===== config.mk =====
export PLATFORM = sky130hd
export DESIGN_NAME = dff_pipe_delay_flat
export DESIGN_NICKNAME = d
export VERILOG_FILES = /design/src/rtl/dff_pkg.sv /design/src/rtl/dff_pipe_delay_if.sv /design/src/rtl/dff_pipe_delay_en_stage.sv /design/src/rtl/dff_pipe_delay.sv /design/src/flat_wrapper.sv
export SDC_FILE = /design/constraint.sdc
export NUM_CORES = 1
export LEC_CHECK = 0
export CORE_ASPECT_RATIO = 0.75
export CORE_MARGIN = 5
export CORE_UTILIZATION = 25
export CTS_BUF_LIST = sky130_fd_sc_hd__clkbuf_4
export CTS_CLUSTER_DIAMETER = 150
export DETAILED_ROUTE_END_ITERATION = 8
export MAX_ROUTING_LAYER = met4
export SLEW_MARGIN = 5
export SYNTH_ARGS = -nofsm -noshare
export SYNTH_HDL_FRONTEND = slang
export SYNTH_SLANG_ARGS = --single-unit

===== constraint.sdc =====
create_clock -name clk -period 2.3 [get_ports clk]
set_clock_uncertainty 0.1 [all_clocks]
set_input_delay 0.345 -clock clk [delete_from_list [all_inputs] [get_ports clk]]
set_output_delay 0.345 -clock clk [all_outputs]
set_load 0.1 [all_outputs]

===== src/rtl/dff_pkg.sv =====
// Shared helpers for the delay line: counter width function and the stage record macro.
// The macro lets each instance build its stage record at its own WIDTH.
`ifndef DFF_PKG_SV
`define DFF_PKG_SV

`define DFF_STAGE_T(W) struct packed { logic valid; logic [(W)-1:0] data; }

package dff_pkg;

    function automatic int occ_w(input int depth);
        return $clog2(depth + 1);
    endfunction

endpackage

`endif


===== src/rtl/dff_pipe_delay_if.sv =====
// Delay-line bus: advance/flush controls, input item, output item and occupancy.
// The master drives the controls and din; the slave (the delay line) returns dout and occupancy.
interface dff_pipe_delay_if
    import dff_pkg::*;
#(
    parameter int WIDTH = 8,
    parameter int DEPTH = 4
);
    logic                       en;
    logic                       flush;
    logic                       din_valid;
    logic [WIDTH-1:0]           din;
    logic                       dout_valid;
    logic [WIDTH-1:0]           dout;
    logic [occ_w(DEPTH)-1:0]    occupancy;

    modport master (
        output en, flush, din_valid, din,
        input  dout_valid, dout, occupancy
    );

    modport slave (
        input  en, flush, din_valid, din,
        output dout_valid, dout, occupancy
    );
endinterface


===== src/rtl/dff_pipe_delay_en_stage.sv =====
// One register stage: 1 cycle per enabled edge; holds when en=0, clr drops valid only.
// Priority rst > clr > en; data is never touched by clr.
module dff_en_stage #(
    parameter int               WIDTH     = 8,
    parameter logic [WIDTH-1:0] RESET_VAL = '0
) (
    input  logic             clk,
    input  logic             rst,
    input  logic             i_en,
    input  logic             i_clr,
    input  logic             i_valid,
    input  logic [WIDTH-1:0] i_data,
    output logic             o_valid,
    output logic [WIDTH-1:0] o_data
);
    logic             r_valid;
    logic [WIDTH-1:0] r_data;

    always_ff @(posedge clk) begin
        if (rst) begin
            r_valid <= 1'b0;
            r_data  <= RESET_VAL;
        end else if (i_clr) begin
            r_valid <= 1'b0;
        end else if (i_en) begin
            r_valid <= i_valid;
            r_data  <= i_data;
        end
    end

    assign o_valid = r_valid;
    assign o_data  = r_data;
endmodule


===== src/rtl/dff_pipe_delay.sv =====
// Stallable, flushable DEPTH-stage delay line: DEPTH enabled edges of latency, en=0 stalls every stage.
// Outputs come straight from the last stage register; occupancy is a registered running count.
module dff_pipe_delay
    import dff_pkg::*;
#(
    parameter int               WIDTH     = 8,
    parameter int               DEPTH     = 4,
    parameter logic [WIDTH-1:0] RESET_VAL = '0
) (
    input  logic          clk,
    input  logic          rst,
    dff_pipe_delay_if.slave bus
);
    localparam int OW = occ_w(DEPTH);

    typedef `DFF_STAGE_T(WIDTH) stage_t;

    stage_t          w_q [DEPTH];
    logic            w_enter;
    logic            w_leave;
    logic [OW-1:0]   r_occ;

    for (genvar g = 0; g < DEPTH; g++) begin : g_stage
        stage_t w_in;
        if (g == 0) begin : g_head
            assign w_in = {bus.din_valid, bus.din};
        end else begin : g_body
            assign w_in = w_q[g-1];
        end

        dff_en_stage #(
            .WIDTH     (WIDTH),
            .RESET_VAL (RESET_VAL)
        ) u_stage (
            .clk     (clk),
            .rst     (rst),
            .i_en    (bus.en),
            .i_clr   (bus.flush),
            .i_valid (w_in.valid),
            .i_data  (w_in.data),
            .o_valid (w_q[g].valid),
            .o_data  (w_q[g].data)
        );
    end

    // Enter and leave in the same edge cancel, so the count never needs a popcount tree.
    assign w_enter = bus.en & bus.din_valid;
    assign w_leave = bus.en & w_q[DEPTH-1].valid;

    always_ff @(posedge clk) begin
        if (rst || bus.flush) begin
            r_occ <= '0;
        end else begin
            r_occ <= r_occ + OW'(w_enter) - OW'(w_leave);
        end
    end

    assign bus.dout_valid = w_q[DEPTH-1].valid;
    assign bus.dout       = w_q[DEPTH-1].data;
    assign bus.occupancy  = r_occ;
endmodule


===== src/flat_wrapper.sv =====
// flat-port wrapper written by rule: the top's interface ports become plain ports
module dff_pipe_delay_flat import dff_pkg::*;
#(
    parameter int               WIDTH     = 8,
    parameter int               DEPTH     = 4,
    parameter logic [WIDTH-1:0] RESET_VAL = '0
)
  (clk, rst, bus_en, bus_flush, bus_din_valid, bus_din, bus_dout_valid, bus_dout, bus_occupancy);
  dff_pipe_delay_if #(.WIDTH(WIDTH), .DEPTH(DEPTH)) bus_i ();
  input  logic clk;
  input  logic rst;
  input wire logic [$bits(bus_i.en)-1:0] bus_en;
  input wire logic [$bits(bus_i.flush)-1:0] bus_flush;
  input wire logic [$bits(bus_i.din_valid)-1:0] bus_din_valid;
  input wire logic [$bits(bus_i.din)-1:0] bus_din;
  output wire logic [$bits(bus_i.dout_valid)-1:0] bus_dout_valid;
  output wire logic [$bits(bus_i.dout)-1:0] bus_dout;
  output wire logic [$bits(bus_i.occupancy)-1:0] bus_occupancy;
  assign bus_i.en = bus_en;
  assign bus_i.flush = bus_flush;
  assign bus_i.din_valid = bus_din_valid;
  assign bus_i.din = bus_din;
  assign bus_dout_valid = bus_i.dout_valid;
  assign bus_dout = bus_i.dout;
  assign bus_occupancy = bus_i.occupancy;
  dff_pipe_delay #(.WIDTH(WIDTH), .DEPTH(DEPTH), .RESET_VAL(RESET_VAL)) u_core (.clk(clk), .rst(rst), .bus(bus_i));
endmodule

==> results of run 1 <==
## where the power goes
part           total [uW]  internal [uW]  switching [uW]
logic                89.1           35.9            53.2
registers             691            686            5.13
clock network         345            143             202
total                1130            865             261
## cell usage after synthesis
cell       n  area share
a21oi_1   20       0.065
a21oi_2   13       0.074
and2_1     2      0.0082
and2b_1    1      0.0049
buf_2      1      0.0033
buf_4      1      0.0049
buf_6      4       0.029
clkbuf_1   4      0.0098
clkbuf_8   3       0.027
dfxtp_1   39        0.51
fa_1       1       0.013
ha_1       2       0.016
inv_1      7       0.017
mux2i_1    3       0.020
nand2_1   64        0.16
nor2_1     7       0.017
or2_2      1      0.0041
or2b_4     1      0.0074
xnor2_1    2       0.011
## stage by stage
step / hold WS [ns] / total power, uW / cells / setup TNS, ns / setup WS [ns]
after global routing: 0.383 / 1190 / 276 / 0 / 0.220
after CTS: 0.359 / 1150 / 276 / 0 / 0.297
after floorplan: 0.332 / 774 / 176 / 0 / 0.123
final: 0.357 / 1130 / 276 / 0 / 0.293
after detailed placement: 0.344 / 797 / 268 / -0.0828 / -0.0828
after global placement: 0.341 / 796 / 268 / -0.0453 / -0.0453
## area by class of cell
| cell class | count | area, um^2 |
|---|---|---|
| fill | 671 | 4080 |
| sequential | 39 | 783 |
| multi-input combinational | 117 | 611 |
| timing repair buffer | 27 | 233 |
| tap | 78 | 97.6 |
| clock buffer | 7 | 52.6 |
| inverter | 7 | 26.3 |
| clock inverter | 1 | 5.00 |
## routing by layer
metal,vias up,part of all wire,GRT usage
met5,-,0,-
met4,0,0.011,0.0323
met3,4,0.076,0.0403
met2,20,0.40,0.112
met1,485,0.51,0.102
li1,592,-,-
## how the worst min path moves through the flow
stage                                                endpoint  slack, ns  cells past startpoint
after floorplan           u_core.g_stage[1].u_stage.o_data[7]       0.33                      2
after global placement    u_core.g_stage[2].u_stage.o_data[7]       0.34                      2
after detailed placement  u_core.g_stage[2].u_stage.o_data[3]       0.34                      2
after CTS                 u_core.g_stage[2].u_stage.o_data[3]       0.36                      2
after global routing      u_core.g_stage[2].u_stage.o_data[7]       0.38                      2
final                     u_core.g_stage[3].u_stage.o_data[4]       0.36                      2
## registers in the layout, indices dropped and copies added (netlist names)
register / flops
u_core.g_stage.u_stage.o_data: 32
u_core.g_stage.u_stage.o_valid: 4
u_core.bus.occupancy: 3
## logic make-up (layout without fill, tap and decap cells)
family | count (synthesis) | after routing
compound gates | 33 | 33
xor+xnor | 2 | 2
fa+ha+maj | 3 | 3
buf+inv | 20 | 42
flops | 39 | 39
mux | 3 | 3
simple gates | 76 | 76
## tightest hold or removal path, delay by kind of cell, from the launching register on
family | cells | cell delay (ns)
flops | 1 | 0.32
simple gates | 1 | 0.06
compound gates | 1 | 0.05
==> flow_metrics.tcl, run 1 <==
set metrics [dict create \
    start_util 0.260 \
    area_growth_pct 18.1 \
    layout_common_cells "nand2_1 (64), dfxtp_1 (37), a21oi_1 (20)" \
    maxSlewViolCount 0 \
    hold_buffers 0 \
    grt.overflow.total 0 \
    drc_errors 0 \
    cp.depth 9 \
    place.gp.congestion 0.702 \
    port_buffers 24 \
    critPathArrivalTime_ns 2.15 \
    synth_cells 176 \
    syn_area_mm2 0.00153 \
    synth-xor-area-share 0.0114 \
    yosys_warnings 0 \
    end_kind "flop" \
    synth_mux_area_frac 0.0196 \
    critPathBufInv 2 \
    synth-simple-area-share 0.199 \
    grt.total_usage 0.0818 \
    core_mm2 0.00589 \
    drt_iter0_markers 53 \
    grt_pass1_wl_um 4940 \
    ys_ff_latch 39 \
    cts.clk_slew.worst_paths_ns 0.11 \
    period_share 0.873 \
    num_rows 24 \
    routed-via-count 1101 \
    dp_hpwl_um 1800 \
    hp-class "flop to flop" \
    yosysUniqueCellTypes 19 \
    powerDensity_mw_per_mm2 623 \
    r2r_slack_ns 0.38 \
    path_class "input port to flop" \
    slowest_stage "clkdlybuf4s50_1" \
    antenna_found_initial 0 \
    wire_per_inst_um 10.2 \
    power_leakage_uw 0.000644 \
    finalSetupViolCount 0 \
    max_stage_delay_ns 0.41 \
    drive_above_1_share 0.202 \
    design_area_mm2 0.00181 \
    min_period_ns 2.01 \
    clock-sinks 39 \
    antenna_cells 0 \
    die_w_um 100 \
    synth_top_family_by_area "simple AND/OR/NAND/NOR gates" \
    nets 213 \
    syn_nets 192 \
    drtPass1Iterations 6 \
    cts_buffers 5 \
    place_area_mm2 0.00175 \
    worst_pin_slew_ns 0.415 \
    status "complete, no violations" \
    peakVddDrop_v 0.000154 \
    die_h_um 77.8 \
    critPathLaunchType "input port" \
    fmax_mhz 498 \
    critPathRequiredTime_ns 2.44 \
    drtAntennaViolNets 0 \
    max-cap-violations 0 \
    rsz0062_at_grt "no" \
    clockBufferDepth 2 \
    crit-reg2reg-capture "u_core.bus.occupancy[2]" \
    grt_pass1_vias 1098 \
    max_slew_margin 0.723 \
    synth_compound_area_frac 0.140 \
    syn_avg_cell_area_um2 8.70 \
    ctsResizeCount 0 \
    cts-root-buf "clkbuf_4" \
    synth.yosys.seq_area_share 0.510 \
    htree_num_levels 2 \
    wl_um 2820 \
    rr_worst_depth 8 \
    crit_start "bus_en" \
    die_area_mm2 0.00781 \
    vias_per_cell 3.99 \
    postCtsSetupBuffers 0 \
    rr_startpoint "u_core.g_stage[3].u_stage.o_valid" \
    finalHoldViolCount 0 \
    layout_commonest_cell "nand2_1" \
    crit_fanout 2 \
    hold_start "u_core.g_stage[2].u_stage.o_data[4]" \
    path_delay_family "adder cells" \
    insertion_delay_ns 0.33 \
    grt_max_degree 33 \
    cp_cell_sequence "clkdlybuf4s50_1, and2_1, ha_1, inv_1, ha_1, fa_1, xnor2_1, xnor2_1, nor2_1" \
    ioPinCount 25 \
    post-route-util 0.307 \
    post_synth_fa_ha_maj_area_fraction 0.0294 \
    cts_tree "yes" \
    crit_end "u_core.bus.occupancy[2]" \
]
Note: power is estimated with default switching activity, not from simulation.
==> run 2, diff against run 1 <==
Settings changed: ABC_AREA set to 1, CTS_CLUSTER_SIZE set to 12.
==> flow_metrics.tcl, run 2 <==
set metrics [dict create \
    syn_avg_cell_area_um2 7.91 \
    synth_top_cell_by_area "dfxtp_1" \
    max_slew_margin 0.777 \
    routed-via-count 1156 \
    insertion_delay_ns 0.34 \
    critPathBufInv 4 \
    cp_common_cell "inv_1" \
    antenna_found_initial 0 \
    port_buffers 24 \
    postCtsSetupBuffers 0 \
    ys_async_sr_fraction 0 \
    layout.area.seq_um2 783 \
    rr_startpoint "u_core.g_stage[3].u_stage.o_valid" \
    grt.total_usage 0.0788 \
    multiInputGateArea_um2 547 \
    hold_buffers 0 \
    nets 224 \
    rr_worst_depth 10 \
    cts_buffers 5 \
    final.setup.tns_ns 0 \
    path_delay_family "adder cells" \
    ctsResizeCount 0 \
    drtPass1Iterations 4 \
    post_synth_fa_ha_maj_area_fraction 0.0310 \
    synth.area.top_cells "dfxtp_1 (54%), nor2_1 (18%), o21ai_1 (6.5%)" \
    die_h_um 76.1 \
    synth_top_family_by_area "simple AND/OR/NAND/NOR gates" \
    place.gp.congestion 0.680 \
    holdPathStages 2 \
    yosys_warnings 0 \
    drt_iter0_markers 89 \
    synth_compound_area_frac 0.127 \
    slowest_stage "clkdlybuf4s50_1" \
    largest_reg_flops 32 \
    grt.overflow.total 0 \
    synth-simple-area-share 0.218 \
    maxSlewViolCount 0 \
    end_kind "flop" \
    yosysUniqueCellTypes 15 \
    synth-xor-area-share 0 \
    num_rows 24 \
    clock-sinks 39 \
    fill_cells 631 \
    max-cap-violations 0 \
    rsz0062_at_grt "no" \
    core_mm2 0.00574 \
    finalHoldViolCount 0 \
    worst_pin_slew_ns 0.334 \
    powerDensity_mw_per_mm2 724 \
    grt_pass1_vias 1058 \
    syn_area_mm2 0.00146 \
    area_growth_pct 21.3 \
    finalSetupViolCount 0 \
    cts-root-buf "clkbuf_4" \
    dp_hpwl_um 1750 \
    place_ws_ns 0.00927 \
    critPathArrivalTime_ns 2.08 \
    grt_max_degree 34 \
    cts.clk_slew.worst_paths_ns 0.11 \
    crit-reg2reg-capture "u_core.bus.occupancy[2]" \
    synth_flop_cell "dfxtp_1" \
    post-route-util 0.308 \
    fmax_mhz 515 \
    ys_ff_latch 39 \
    cp_cell_sequence "clkdlybuf4s50_1, nand2_1, inv_1, ha_1, inv_1, ha_1, fa_1, inv_1, nand2_1, a21oi_1, nor2_1" \
    hp-class "flop to flop" \
    vias_per_cell 4.03 \
    yosys.area.top_type_share 0.537 \
    peakVddDrop_v 0.000175 \
    drtAntennaViolNets 0 \
    crit_fanout 2 \
    hold_start "u_core.g_stage[2].u_stage.o_valid" \
    status "complete, no violations" \
    layout_common_cells "nor2_1 (68), dfxtp_1 (37), o21ai_1 (19)" \
    wire_per_inst_um 9.09 \
    clockBufferDepth 2 \
    antenna_cells 0 \
    max_stage_delay_ns 0.42 \
    die_area_mm2 0.00746 \
    yosysMostFrequentCell "nor2_1" \
    critPathRequiredTime_ns 2.44 \
    die_w_um 98.1 \
    synth.yosys.seq_area_share 0.537 \
    setup_ws_ns 0.359 \
    syn_nets 200 \
    r2r_slack_ns 0.44 \
    start_util 0.254 \
    synth_cells 184 \
    synth_common_cells "nor2_1 (68), dfxtp_1 (39), o21ai_1 (19), inv_1 (13), o21ai_0 (13)" \
    power_leakage_uw 0.000743 \
    drc_errors 0 \
    cts_tree "yes" \
    ioPinCount 25 \
    synth_mux_area_frac 0 \
    drive_above_1_share 0.124 \
    period_share 0.844 \
    path_class "input port to flop" \
    synth_edf_count 0 \
    min_period_ns 1.94 \
    grt_pass1_wl_um 4640 \
    wl_um 2610 \
    htree_num_levels 2 \
    holdPathEnd "u_core.g_stage[3].u_stage.o_valid" \
    layout_commonest_cell "nor2_1" \
    critPathLaunchType "input port" \
]
-- run 2: cell types whose count changed after synthesis, moves of 2 or more --
cell and change:
nor2_1 +61, nand2_1 -52, o21ai_1 +19, a21oi_1 -15, a21oi_2 -13, o21ai_0 +13
inv_1 +6, clkbuf_8 -3, mux2i_1 -3, and2_1 -2, xnor2_1 -2
-- run 2: per-layer routing --
metal / track usage / wire length [um] / vias to the layer above
met3: 0.0329 / 134 / 5
li1: - / - / 627
met4: 0.0415 / 69 / 0
met5: - / 0 / -
met2: 0.115 / 1090 / 17
met1: 0.0917 / 1310 / 507
-- run 2: how the worst max path moves through the flow --
stage / startpoint / end / cells after the start
5_1_grt: bus_en / u_core.bus.occupancy[2] / 11
3_3_place_gp: bus_en / u_core.bus.occupancy[2] / 11
2_1_floorplan: u_core.bus.occupancy[0] / u_core.bus.occupancy[2] / 9
6_report: bus_en / u_core.bus.occupancy[2] / 11
3_5_place_dp: bus_en / u_core.bus.occupancy[2] / 11
4_1_cts: bus_en / u_core.bus.occupancy[2] / 11
-- run 2: cells by family (layout without fill, tap and decap cells) --
group,Yosys count,count (layout)
DFF,39,39
AOI/OAI and AO/OA,37,37
buffers and inverters,23,48
and+or+nand+nor,82,82
adders and majority gates,3,3
-- run 2: worst register-to-register path, cell delays in order (launching register included) --
cell	delay (ns)
dfxtp_2	0.34
nand2_1	0.06
inv_1	0.04
ha_1	0.26
inv_1	0.04
ha_1	0.19
fa_1	0.39
inv_1	0.07
nand2_1	0.06
a21oi_1	0.15
nor2_1	0.06
-- run 2: final cells by class --
type	instances	area share
clock buffer	6	0.0255
clock inverter	2	0.00709
inverter	14	0.0312
multi-input combinational	122	0.310
sequential	39	0.444
tap	78	0.0553
timing repair buffer	26	0.128
-- run 2: report_power, final --
group          internal (uW)  switching (uW)  total [uW]
registers                712            16.8         729
clock network            130             224         353
logic                   62.5             134         197
total                    904             374        1280
-- run 2: metrics by stage --
step | hold WS, ns | instances | instance area (um^2) | power (uW)
after global routing | 0.381 | 287 | 1770 | 1350
after global placement | 0.349 | 279 | 1710 | 941
after detailed placement | 0.349 | 279 | 1710 | 944
after floorplan | 0.336 | 184 | 1460 | 896
final | 0.362 | 287 | 1770 | 1280
after CTS | 0.366 | 287 | 1770 | 1300
